`config.mk`:
```
export PLATFORM = sky130hd
export DESIGN_NAME = req_ack_monitor
export DESIGN_NICKNAME = d
export VERILOG_FILES = /design/src/rtl/req_ack_monitor.sv
export SDC_FILE = /design/constraint.sdc
export NUM_CORES = 1
export LEC_CHECK = 0
export CAP_MARGIN = 20
export CORE_ASPECT_RATIO = 1.4
export CORE_MARGIN = 5
export CORE_UTILIZATION = 48
export CTS_BUF_LIST = sky130_fd_sc_hd__clkbuf_8
export CTS_CLUSTER_DIAMETER = 100
export DETAILED_ROUTE_END_ITERATION = 10
export GPL_ROUTABILITY_DRIVEN = 0
export GPL_TIMING_DRIVEN = 0
export HOLD_SLACK_MARGIN = 0.12
export PLACE_DENSITY = 0.79
export REMOVE_ABC_BUFFERS = 1
export SLEW_MARGIN = 5
export SYNTH_ARGS = -nofsm -noshare
export SYNTH_HDL_FRONTEND = slang
export SYNTH_SLANG_ARGS = --single-unit
```
`constraint.sdc`:
```
create_clock -name clk_i -period 2.8 [get_ports clk_i]
set_input_delay 0.56 -clock clk_i [delete_from_list [all_inputs] [get_ports clk_i]]
set_output_delay 0.56 -clock clk_i [all_outputs]
set_load 0.03 [all_outputs]
```
`src/rtl/req_ack_monitor.sv`:
```
// req_ack_monitor
//   Multi-channel request/acknowledge protocol monitor. Each channel watches for
//   a rising edge on req_i. It then expects ack_i within the latency window
//   [MIN_LAT, MAX_LAT] cycles after that request. The monitor reports per-channel
//   pass/error pulses, sticky error flags and saturating totals across channels.
//
// Parameters
//   NUM_CH   number of independent channels (1..32)
//   MIN_LAT  earliest legal ack, cycles after the request event (>=1)
//   MAX_LAT  latest legal ack, cycles after the request event (MIN_LAT..255)
//   CNT_W    width of the pass/error totals
//
// Ports
//   clk_i         clock, rising edge
//   rst_ni        asynchronous active-low reset
//   mon_en_i      monitor enable; low discards attempts and freezes results
//   clr_i         one-cycle pulse clearing sticky flags and totals
//   req_i/ack_i   per-channel request and acknowledge
//   pass_pulse_o  registered one-cycle pass pulse per channel
//   err_pulse_o   registered one-cycle error pulse per channel
//   err_sticky_o  per-channel error flag held until clr_i
//   pass_cnt_o    saturating total of passes
//   err_cnt_o     saturating total of errors
//   err_cause_o   (REQ_ACK_MON_CAUSE_EN only) 2 bits per channel holding the
//                 last error cause: 0 spurious, 1 early, 2 timeout, 3 overlap
//
// Optional feature macro: REQ_ACK_MON_CAUSE_EN

module req_ack_monitor #(
  parameter int NUM_CH  = 4,
  parameter int MIN_LAT = 1,
  parameter int MAX_LAT = 1,
  parameter int CNT_W   = 8
) (
  input  logic              clk_i,
  input  logic              rst_ni,
  input  logic              mon_en_i,
  input  logic              clr_i,
  input  logic [NUM_CH-1:0] req_i,
  input  logic [NUM_CH-1:0] ack_i,
  output logic [NUM_CH-1:0] pass_pulse_o,
  output logic [NUM_CH-1:0] err_pulse_o,
  output logic [NUM_CH-1:0] err_sticky_o,
  output logic [CNT_W-1:0]  pass_cnt_o,
  output logic [CNT_W-1:0]  err_cnt_o
`ifdef REQ_ACK_MON_CAUSE_EN
  ,
  output logic [2*NUM_CH-1:0] err_cause_o
`endif
);

  localparam int LAT_W = $clog2(MAX_LAT + 1);
  // A popcount of up to 32 channels needs 6 bits on top of the total width.
  localparam int SUM_W = CNT_W + 6;
  localparam logic [LAT_W-1:0] MIN_L   = LAT_W'(MIN_LAT);
  localparam logic [LAT_W-1:0] MAX_L   = LAT_W'(MAX_LAT);
  localparam logic [LAT_W-1:0] LAT_ONE = LAT_W'(1);
  localparam logic [CNT_W-1:0] CNT_MAX = {CNT_W{1'b1}};

  typedef enum logic {ST_IDLE, ST_WAIT} state_e;

  state_e           state_q [NUM_CH];
  state_e           state_d [NUM_CH];
  logic [LAT_W-1:0] lat_q   [NUM_CH];
  logic [LAT_W-1:0] lat_d   [NUM_CH];

  logic [NUM_CH-1:0] reqPrev_q;
  logic [NUM_CH-1:0] reqEvent;
  logic [NUM_CH-1:0] passEv;
  logic [NUM_CH-1:0] errEv;
  logic              resolved;

  logic [NUM_CH-1:0] passPulse_q;
  logic [NUM_CH-1:0] errPulse_q;
  logic [NUM_CH-1:0] errSticky_q;
  logic [NUM_CH-1:0] errSticky_d;
  logic [CNT_W-1:0]  passCnt_q;
  logic [CNT_W-1:0]  passCnt_d;
  logic [CNT_W-1:0]  errCnt_q;
  logic [CNT_W-1:0]  errCnt_d;

  logic [5:0]        passPop;
  logic [5:0]        errPop;
  logic [SUM_W-1:0]  passSum;
  logic [SUM_W-1:0]  errSum;

  // Per-channel next state. A request event that lands on the same edge as a
  // resolving ack/timeout reports that result and restarts the window; an
  // unresolved attempt hit by a new request is an overlap error.
  always_comb begin
    reqEvent = req_i & ~reqPrev_q;
    passEv   = '0;
    errEv    = '0;
    resolved = 1'b0;
    for (int i = 0; i < NUM_CH; i++) begin
      state_d[i] = state_q[i];
      lat_d[i]   = lat_q[i];
      resolved   = 1'b0;
      if (!mon_en_i) begin
        state_d[i] = ST_IDLE;
        lat_d[i]   = '0;
      end else begin
        case (state_q[i])
          ST_IDLE: begin
            if (reqEvent[i]) begin
              state_d[i] = ST_WAIT;
              lat_d[i]   = LAT_ONE;
            end else if (ack_i[i]) begin
              errEv[i] = 1'b1;
            end
          end
          ST_WAIT: begin
            if (ack_i[i]) begin
              resolved = 1'b1;
              if (lat_q[i] < MIN_L) errEv[i]  = 1'b1;
              else                  passEv[i] = 1'b1;
            end else if (lat_q[i] == MAX_L) begin
              resolved = 1'b1;
              errEv[i] = 1'b1;
            end
            if (reqEvent[i]) begin
              state_d[i] = ST_WAIT;
              lat_d[i]   = LAT_ONE;
              if (!resolved) errEv[i] = 1'b1;
            end else if (resolved) begin
              state_d[i] = ST_IDLE;
              lat_d[i]   = '0;
            end else begin
              lat_d[i] = lat_q[i] + LAT_ONE;
            end
          end
          default: begin
            state_d[i] = ST_IDLE;
            lat_d[i]   = '0;
          end
        endcase
      end
    end
  end

  // Totals add this cycle's popcounts and clamp at all-ones; clr restarts
  // them from zero so the current cycle's events are not lost.
  always_comb begin
    passPop = '0;
    errPop  = '0;
    for (int i = 0; i < NUM_CH; i++) begin
      passPop = passPop + 6'(passEv[i]);
      errPop  = errPop + 6'(errEv[i]);
    end
    passSum = SUM_W'(clr_i ? '0 : passCnt_q) + SUM_W'(passPop);
    errSum  = SUM_W'(clr_i ? '0 : errCnt_q) + SUM_W'(errPop);
    passCnt_d   = (passSum > SUM_W'(CNT_MAX)) ? CNT_MAX : passSum[CNT_W-1:0];
    errCnt_d    = (errSum > SUM_W'(CNT_MAX)) ? CNT_MAX : errSum[CNT_W-1:0];
    errSticky_d = clr_i ? errEv : (errSticky_q | errEv);
  end

  // State and result registers.
  always_ff @(posedge clk_i or negedge rst_ni) begin
    if (!rst_ni) begin
      for (int i = 0; i < NUM_CH; i++) begin
        state_q[i] <= ST_IDLE;
        lat_q[i]   <= '0;
      end
      reqPrev_q   <= '0;
      passPulse_q <= '0;
      errPulse_q  <= '0;
      errSticky_q <= '0;
      passCnt_q   <= '0;
      errCnt_q    <= '0;
    end else begin
      for (int i = 0; i < NUM_CH; i++) begin
        state_q[i] <= state_d[i];
        lat_q[i]   <= lat_d[i];
      end
      reqPrev_q   <= req_i;
      passPulse_q <= passEv;
      errPulse_q  <= errEv;
      errSticky_q <= errSticky_d;
      passCnt_q   <= passCnt_d;
      errCnt_q    <= errCnt_d;
    end
  end

`ifdef REQ_ACK_MON_CAUSE_EN
  logic [1:0]          causeNow [NUM_CH];
  logic [2*NUM_CH-1:0] errCause_q;

  // Cause only matters when errEv is set: in IDLE that is spurious; in WAIT an
  // ack before the window is early, no ack at the window end is timeout, and
  // any remaining error must be an overlap.
  always_comb begin
    for (int i = 0; i < NUM_CH; i++) begin
      if (state_q[i] == ST_IDLE)                       causeNow[i] = 2'd0;
      else if (ack_i[i] && (lat_q[i] < MIN_L))         causeNow[i] = 2'd1;
      else if (!ack_i[i] && (lat_q[i] == MAX_L))       causeNow[i] = 2'd2;
      else                                             causeNow[i] = 2'd3;
    end
  end

  always_ff @(posedge clk_i or negedge rst_ni) begin
    if (!rst_ni) begin
      errCause_q <= '0;
    end else begin
      for (int i = 0; i < NUM_CH; i++) begin
        if (errEv[i]) errCause_q[2*i +: 2] <= causeNow[i];
      end
    end
  end

  assign err_cause_o = errCause_q;
`endif

  assign pass_pulse_o = passPulse_q;
  assign err_pulse_o  = errPulse_q;
  assign err_sticky_o = errSticky_q;
  assign pass_cnt_o   = passCnt_q;
  assign err_cnt_o    = errCnt_q;

endmodule

```
==> results of run 1 <==
[state kept, by name, indices dropped and copies added (netlist names)]
| name | count |
|---|---|
| err_cnt_o | 8 |
| pass_cnt_o | 8 |
| err_pulse_o | 4 |
| err_sticky_o | 4 |
| lat_q | 4 |
| pass_pulse_o | 4 |
| reqPrev_q | 4 |
| state_q | 4 |
[power by group through the flow]
stage / Sequential, mW / Clock, mW / Combinational, mW
floorplan: 0.712 / 0 / 0.0948
global placement: 0.653 / 0 / 0.270
detailed placement: 0.655 / 0 / 0.282
CTS: 0.645 / 0.494 / 0.341
global route: 0.653 / 0.520 / 0.416
finish: 0.646 / 0.487 / 0.381
[cell type report]
cell class | instances | area [um2] | share of cell area, %
clock buffers | 5 | 68.8 | 2.20
clock inverters | 3 | 46.3 | 1.48
inverters | 24 | 91.3 | 2.92
multi-input cells | 131 | 1210 | 38.8
flip-flops and latches | 40 | 1000 | 32.0
well taps | 60 | 75.1 | 2.40
repair buffers | 71 | 632 | 20.2
[per-stage QoR]
| stage | utilization, % | area [um2] |
|---|---|---|
| floorplan | - | 2100 |
| global placement | 60.5 | 2560 |
| detailed placement | 60.8 | 2580 |
| CTS | 69.5 | 2950 |
| global route | 73.8 | 3130 |
| finish | 73.8 | 3130 |
[repair_timing]
item                       CTS  global route
buffers inserted            23             8
gates resized for setup     62            25
pin swaps                   21            15
setup endpoints to repair   16            14
gates cloned                 0             0
[cells by family after synthesis]
kind of cell | count (synthesis) | synth area share, %
adder cells (fa/ha/maj) | 23 | 15.7
flip-flops | 40 | 47.3
buffers and inverters | 28 | 5.03
multiplexers | 6 | 2.96
AO/OA/AOI/OAI | 39 | 11.3
AND/OR/NAND/NOR | 59 | 16.0
XOR/XNOR | 4 | 1.66
[worst max-delay path, cell delays in order, from the launching register on]
cell	delay, ps
dfrtp_1	410
inv_2	90
ha_4	200
and2_4	160
o21ai_4	160
a21oi_4	80
fa_1	550
inv_2	40
fa_2	340
inv_2	70
fa_2	190
and3_4	200
nand4_1	170
buf_6	190
o21bai_1	110
[metal layers]
layer | global-route usage (%) | up-vias | part of all wire (%)
li1 | - | 825 | -
met1 | 19.6 | 829 | 39
met2 | 33.9 | 43 | 55
met3 | 4.32 | 12 | 4.2
met4 | 6.28 | 0 | 2.3
met5 | 0 | - | 0
[cell usage after synthesis, drive strengths merged, types with 5 or more instances]
cell type,number,area [um2]
and2,5,31.3
inv,23,86.3
nand3,7,35.0
nand2b,5,31.3
dfrtp,40,1000
nor2b,6,37.5
fa,6,120
nor2,9,33.8
a21oi,14,70.1
nand2,8,30.0
ha,17,213
o21ai,10,50.1
[final timing paths]
path / from / end / cells past startpoint / slack [ps]
min in group clk_i: req_i[1] / reqPrev_q[1]$_DFF_PN0_ / 1 / 510
max in group asynchronous: rst_ni / lat_q[2]$_DFFE_PN0P_ / 2 / 2190
hold / removal: rst_ni / pass_cnt_o[2]$_DFF_PN0_ / 1 / 160
hold reg to reg: err_sticky_o[2]$_DFF_PN0_ / err_sticky_o[2]$_DFF_PN0_ / 2 / 560
setup / recovery: lat_q[0]$_DFFE_PN0P_ / err_cnt_o[1]$_DFF_PN0_ / 14 / -240
setup reg to reg: lat_q[0]$_DFFE_PN0P_ / err_cnt_o[1]$_DFF_PN0_ / 14 / -240
==> flow_summary_export.csv, run 1 <==
group,metric,value,unit
sta,finalHoldViolCount,0,
clocking,ctsHoldBuffers,0,
floorplan,die_x,66.1,um
floorplan,initial_utilization,49.9,%
global_routing,antenna_found_initial,0,
floorplan,rows,28,
critical_path,critical_path_arrival,3260,ps
critical_path,crit_path_start_kind,"flop",
routing,routedWlPerCell,15.1,um
critical_path,path_class,"flop to flop",
placed_design,io_buffer_count,39,
routing,vias_per_cell,5.12,
pwr,swShare,29.4,%
synthesis,seq_area_frac_synth,47.3,%
sta,worst_pin_slew,947,ps
synthesis,yosysWarningCount,0,
outcome,violations,"negative setup slack",
sta,finalSetupViolations,9,
routing,vias,1709,
synthesis,async_flop_share,100,%
global_routing,overflow,0,
pwr,clockPowerShare,32.2,%
finish,area_growth,47.9,%
routing,drc,0,
pwr,p_int,1.07,mW
placed_design,place_hpwl,3060,um
global_routing,grt_max_degree,28,
synthesis,synth_top_flop_cell,"dfrtp_1",
finish,layout_common_cells,"40 x dfrtp_1, 30 x buf_4, 29 x clkdlybuf4s50_1",
pwr,power,1.51,mW
clocking,htreeDepth,2,
routing,dr.pass1.iters,4,
synthesis,synth.ff_latch_count,40,
clocking,cts_buffers,5,
routing,wl,5050,um
floorplan,dieArea,5850,um2
min_path,hold_class,"input pin to async pin",
finish,drive_above_1_share,33.9,%
global_routing,track_usage,18.1,%
finish,layout_commonest_cell,"dfrtp_1",
floorplan,core_area,4240,um2
clocking,clk_latency,300,ps
routing,drtIter0Drc,58,
sta,max_slew_margin,36.9,%
sta,max_freq,329,MHz
pwr,peakVddDrop,0.301,mV
pwr,switching_power,0.445,mW
pwr,comb_power_share,25.2,%
clocking,clk_pin_slew,80,ps
critical_path,cp_max_fo,4,
pwr,p_seq_share,42.6,%
clocking,clockRootBuffer,"clkbuf_8",
pwr,leakagePower,1.43,nW
clocking,clockBufferDepth,2,
synthesis,synthCells,199,
finish,n_fill_cell,285,
flow_run,drv_cap,0,
floorplan,die_h,88.5,um
global_routing,grt_pass1_vias,1732,
finish,final_net_count,308,
sta,drv_slew,0,
sta,rsz0062_at_grt,"true",
sta,fin_ws,-243,ps
sta,period_needed,3040,ps
synthesis,synth_edf_count,0,
critical_path,worstSetupEndpointType,"flop",
clocking,clkSinkCount,40,
sta,whs,156,ps
pwr,cellPowerDensity,484,nW/um2
global_routing,grt_pass1_wl,8020,um
critical_path,cp_data_required_time,3020,ps
finish,n_antenna_cell,0,
routing,ant_nets,0,
synthesis,synth_area,2110,um2
outcome,status,"complete, but fails checks",
sta,min_period_over_period,109,%
placed_design,dp_cells,295,
clocking,cts_tree,"built",
synthesis,synth_area_per_cell,10.6,um2
placed_design,dpl_worst_slack,-1500,ps
finish,fin_cells,334,
floorplan,io_pins,40,
sta,tns,-1700,ps
sta,fin_skew,4.27,ps
synthesis,yosysUniqueCellTypes,36,
Power figures use the tool's default switching activity.
==> run 2: changes to the inputs <==
CORE_UTILIZATION = 40   (was 48)
CTS_BUF_LIST = sky130_fd_sc_hd__clkbuf_2   (was sky130_fd_sc_hd__clkbuf_8)
PLACE_DENSITY = 0.71   (was 0.79)
==> run 2 against run 1 <==
Against the previous run: combinational power fell by 8.7%; sequential share of layout area is 1.7 points higher; hold slack better by 240 ps; sequential cell count is the same; highest routed layer unchanged; utilization decreased by 16 points; the run still ends with negative setup slack left; via count fell by 0.70%; largest cell class unchanged; register-to-register slack got worse by 50 ps.
==> flow_summary_export.csv, run 2 (synthesis gave the netlist of run 1 again) <==
group,metric,value,unit
clocking,clkSinkCount,40,
sta,min_period_over_period,111,%
pwr,peakVddDrop,0.314,mV
critical_path,crit_slowest_cell,"fa_1",
routing,vias,1697,
pwr,cellPowerDensity,449,nW/um2
routing,drtIter0Drc,45,
flow_run,drv_cap,0,
min_path,hold_class,"input pin to flop",
clocking,clk_latency,400,ps
global_routing,overflow,0,
critical_path,startpoint,"lat_q[2]$_DFFE_PN0P_",
routing,drc,0,
pwr,clockPowerShare,25.6,%
floorplan,rows,31,
critical_path,crit_path_start_kind,"flop",
critical_path,path_buf_inv,3,
floorplan,die_x,71.5,um
critical_path,cp_data_required_time,3110,ps
sta,period_needed,3100,ps
pwr,p_seq_share,48.4,%
floorplan,core_area,5160,um2
critical_path,cp_cell_sequence,"inv_2, ha_4, and2_4, o21ai_2, a21oi_2, fa_1, inv_2, fa_2, inv_2, fa_2, and3_4, nand4_1, nand2_1, mux2_4",
critical_path,worstSetupEndpointType,"flop",
global_routing,grt_max_degree,31,
pwr,comb_power_share,26.1,%
clocking,clockRootBuffer,"clkbuf_2",
clocking,cts_tree,"built",
critical_path,rr_worst_depth,14,
finish,final_core_util,57.6,%
global_routing,grt_pass1_vias,1689,
critical_path,cp-endpoint,"err_cnt_o[2]$_DFF_PN0_",
global_routing,grt_util_met1,15.3,%
pwr,switching_power,0.407,mW
floorplan,die_h,96.0,um
floorplan,dieArea,6860,um2
clocking,clk_pin_slew,210,ps
routing,ant_nets,0,
placed_design,place_hpwl,3170,um
placed_design,placed_area,2590,um2
critical_path,r2r-start,"lat_q[2]$_DFFE_PN0P_",
sta,rsz0062_at_grt,"true",
finish,fin_cells,329,
outcome,status,"complete, but fails checks",
critical_path,r2r-end,"err_cnt_o[2]$_DFF_PN0_",
sta,worst_pin_slew,856,ps
routing,vias_per_cell,5.16,
clocking,htreeDepth,2,
finish,layout_common_cells,"40 x dfrtp_1, 30 x clkdlybuf4s50_1, 17 x inv_1",
critical_path,critical_path_depth,14,
placed_design,dpl_worst_slack,-1540,ps
finish,final_net_count,297,
sta,finalHoldViolCount,0,
floorplan,initial_utilization,41.0,%
finish,n_antenna_cell,0,
sta,max_freq,323,MHz
sta,finalSetupViolations,9,
routing,routedWlPerCell,14.2,um
routing,wl,4680,um
finish,layout_commonest_cell,"dfrtp_1",
global_routing,met3_usage,3.13,%
finish,area_growth,40.6,%
critical_path,path_common_cell,"inv_2",
outcome,violations,"negative setup slack",
critical_path,critical_path_arrival,3400,ps
sta,tns,-2020,ps
placed_design,dp_cells,301,
pwr,p_int,0.926,mW
sta,fin_skew,15.2,ps
clocking,clockBufferDepth,2,
finish,drive_above_1_share,27.0,%
global_routing,antenna_found_initial,0,
finish,postLayoutCellArea,2970,um2
sta,max_slew_margin,42.9,%
global_routing,grt.busiest_layer,"met2",
critical_path,cp_max_fo,5,
pwr,leakagePower,1.36,nW
pwr,swShare,30.6,%
critical_path,path_class,"flop to flop",
routing,dr.pass1.iters,3,
critical_path,cpPeakStageDelay,490,ps
critical_path,r2r_slack,-300,ps
clocking,cts_buffers,5,
sta,fin_ws,-296,ps
placed_design,io_buffer_count,39,
critical_path,cp_top_family,"adder cells",
global_routing,met2_usage,26.8,%
sta,drv_slew,0,
global_routing,grt_pass1_wl,7730,um
floorplan,io_pins,40,
global_routing,track_usage,14.1,%
==> run 2: how the worst min path moves through the flow <==
stage	start	to	slack, ps	cells past startpoint
finish	req_i[3]	reqPrev_q[3]$_DFF_PN0_	400	1
global route	req_i[3]	reqPrev_q[3]$_DFF_PN0_	380	1
CTS	req_i[3]	reqPrev_q[3]$_DFF_PN0_	390	1
detailed placement	rst_ni	reqPrev_q[0]$_DFF_PN0_	450	1
global placement	err_sticky_o[2]$_DFF_PN0_	err_sticky_o[2]$_DFF_PN0_	530	2
floorplan	rst_ni	err_cnt_o[0]$_DFF_PN0_	260	0
==> run 2: layout make-up <==
| class | instances | area (um2) |
|---|---|---|
| multi-input cells | 131 | 1170 |
| inverters | 24 | 91.3 |
| clock buffers | 5 | 25.0 |
| repair buffers | 60 | 563 |
| fillers | 456 | 2190 |
| clock inverters | 3 | 37.5 |
| flip-flops and latches | 40 | 1000 |
| well taps | 66 | 82.6 |
==> run 2: power groups by stage <==
stage	logic, mW	clock network [mW]	registers (mW)
CTS	0.329	0.347	0.644
floorplan	0.0948	0	0.712
detailed placement	0.286	0	0.655
global route	0.384	0.370	0.652
finish	0.348	0.341	0.645
global placement	0.272	0	0.655
==> run 2: repair_timing <==
action / CTS / global route
gates cloned: 0 / 0
hold endpoints to repair: 10 / 0
hold buffers: 1 / 0
endpoints found under the setup margin: 16 / 12
pin swaps: 18 / 15
setup buffers: 14 / 5
resized for setup: 53 / 15
==> run 2: routing by layer <==
metal / vias to the layer above / wire, um
met5: - / 0
met4: 0 / 74
met1: 857 / 1850
met3: 7 / 158
li1: 806 / -
met2: 27 / 2590
==> run 2: through the flow <==
stage / hold WS, ps / total power [mW]
2_1_floorplan: 264 / 0.807
3_3_place_gp: 528 / 0.927
3_5_place_dp: 454 / 0.941
4_1_cts: 391 / 1.32
5_1_grt: 382 / 1.41
6_report: 396 / 1.33
==> run 3: changes to the inputs <==
SETUP_SLACK_MARGIN = 0.4   (was not set)
==> run 3 against run 2 <==
Against the previous run: the run still ends with negative setup slack left; combinational power about the same; die area is the same; register-to-register slack is essentially flat; sequential share of layout area decreased by 0.28 points; sequential cell count is the same; critical endpoint unchanged; largest power group unchanged.
==> flow_summary_export.csv, run 3 (synthesis gave the netlist of run 1 again) <==
group,metric,value,unit
critical_path,cp_max_fo,5,
global_routing,met3_usage,3.13,%
clocking,clkSinkCount,40,
sta,tns,-1990,ps
routing,drtIter0Drc,57,
critical_path,critical_path_arrival,3400,ps
finish,area_growth,41.8,%
critical_path,crit_path_start_kind,"flop",
finish,fin_cells,330,
floorplan,die_h,96.0,um
critical_path,cp_data_required_time,3110,ps
clocking,clockBufferDepth,2,
clocking,clockRootBuffer,"clkbuf_2",
global_routing,grt_pass1_vias,1693,
global_routing,grt_pass1_wl,7780,um
finish,drive_above_1_share,28.0,%
floorplan,dieArea,6860,um2
sta,finalSetupViolations,10,
routing,wl,4670,um
global_routing,overflow,0,
floorplan,io_pins,40,
clocking,clk_pin_slew,210,ps
routing,dr.pass1.iters,4,
finish,final_net_count,298,
floorplan,die_x,71.5,um
global_routing,grt_util_met1,15.5,%
global_routing,met2_usage,27.0,%
global_routing,track_usage,14.3,%
finish,layout_common_cells,"40 x dfrtp_1, 30 x clkdlybuf4s50_1, 17 x inv_1",
critical_path,path_class,"flop to flop",
sta,min_period_over_period,110,%
floorplan,core_area,5160,um2
clocking,cts_buffers,5,
global_routing,grt.busiest_layer,"met2",
pwr,cellPowerDensity,445,nW/um2
critical_path,worstSetupEndpointType,"flop",
flow_run,drv_cap,0,
clocking,cts_tree,"built",
min_path,hold_class,"input pin to flop",
pwr,peakVddDrop,0.314,mV
floorplan,initial_utilization,41.0,%
placed_design,io_buffer_count,39,
sta,fin_skew,15.8,ps
placed_design,place_hpwl,3170,um
sta,max_slew_margin,39.2,%
sta,period_needed,3090,ps
sta,fin_ws,-291,ps
sta,finalHoldViolCount,0,
finish,layout_commonest_cell,"dfrtp_1",
finish,n_antenna_cell,0,
routing,vias_per_cell,5.15,
finish,final_core_util,58.1,%
routing,vias,1700,
sta,max_freq,323,MHz
outcome,violations,"negative setup slack",
clocking,htreeDepth,2,
global_routing,antenna_found_initial,0,
floorplan,rows,31,
routing,drc,0,
pwr,power,1.33,mW
finish,n_fill_cell,446,
sta,worst_pin_slew,912,ps
pwr,leakagePower,1.37,nW
clocking,clk_latency,400,ps
routing,ant_nets,0,
sta,rsz0062_at_grt,"true",
outcome,status,"complete, but fails checks",
routing,routedWlPerCell,14.1,um
placed_design,dp_cells,301,
sta,drv_slew,0,
sta,whs,395,ps
global_routing,grt_max_degree,31,
==> run 3: report_power, final <==
group / switching, mW / leakage (nW) / total, mW / internal (mW)
clock network: 0.195 / 0.0380 / 0.341 / 0.146
logic: 0.186 / 0.797 / 0.349 / 0.163
registers: 0.0269 / 0.530 / 0.645 / 0.618
total: 0.408 / 1.37 / 1.33 / 0.927
==> run 3: stage by stage <==
stage                     setup WS, ps  instance area, um2
final                             -291                3000
after global routing              -423                3000
after CTS                         -264                2890
after detailed placement         -1540                2590
after global placement           -1460                2570
after floorplan                   -426                2100
==> run 3: final timing paths <==
check / start / endpoint / slack (ps) / depth (start not counted)
setup / recovery: lat_q[3]$_DFFE_PN0P_ / err_cnt_o[2]$_DFF_PN0_ / -290 / 14
hold / removal: req_i[3] / reqPrev_q[3]$_DFF_PN0_ / 400 / 1
setup reg to reg: lat_q[3]$_DFFE_PN0P_ / err_cnt_o[2]$_DFF_PN0_ / -290 / 14
hold reg to reg: err_sticky_o[2]$_DFF_PN0_ / err_sticky_o[2]$_DFF_PN0_ / 550 / 2
max in group asynchronous: rst_ni / err_cnt_o[3]$_DFF_PN0_ / 1810 / 3
min in group asynchronous: rst_ni / reqPrev_q[0]$_DFF_PN0_ / 530 / 2
==> run 3: worst max-delay path, stage by stage (launching register included) <==
cell     delay [ps]
dfrtp_1         460
buf_6           130
ha_2            170
nor2_4          140
o21ai_4          70
a21oi_4         190
fa_1            450
inv_2            80
fa_2            210
inv_2            40
fa_2            340
and3_4          200
nand4_1         190
nand2_1          80
mux2_4          250
==> run 3: final cells by class <==
cell class | instances | area (um2) | share of cell area [%]
inverter | 24 | 91.3 | 3.05
clock buffer | 5 | 25.0 | 0.835
multi-input combinational | 131 | 1190 | 39.6
timing repair buffer | 61 | 574 | 19.2
tap | 66 | 82.6 | 2.75
sequential | 40 | 1000 | 33.4
clock inverter | 3 | 37.5 | 1.25
==> run 3: routing by layer <==
layer  part of all wire [%]  wire [um]
met4                    1.6         74
met2                     55       2580
met3                    3.5        164
met1                     40       1850
met5                      0          0
==> run 3: timing repair <==
item | CTS | global route
pin swaps | 20 | 18
setup buffers | 15 | 5
hold endpoints to repair | 10 | 0
setup endpoints to repair | 16 | 16
hold buffers | 1 | 0
gates resized for setup | 57 | 16
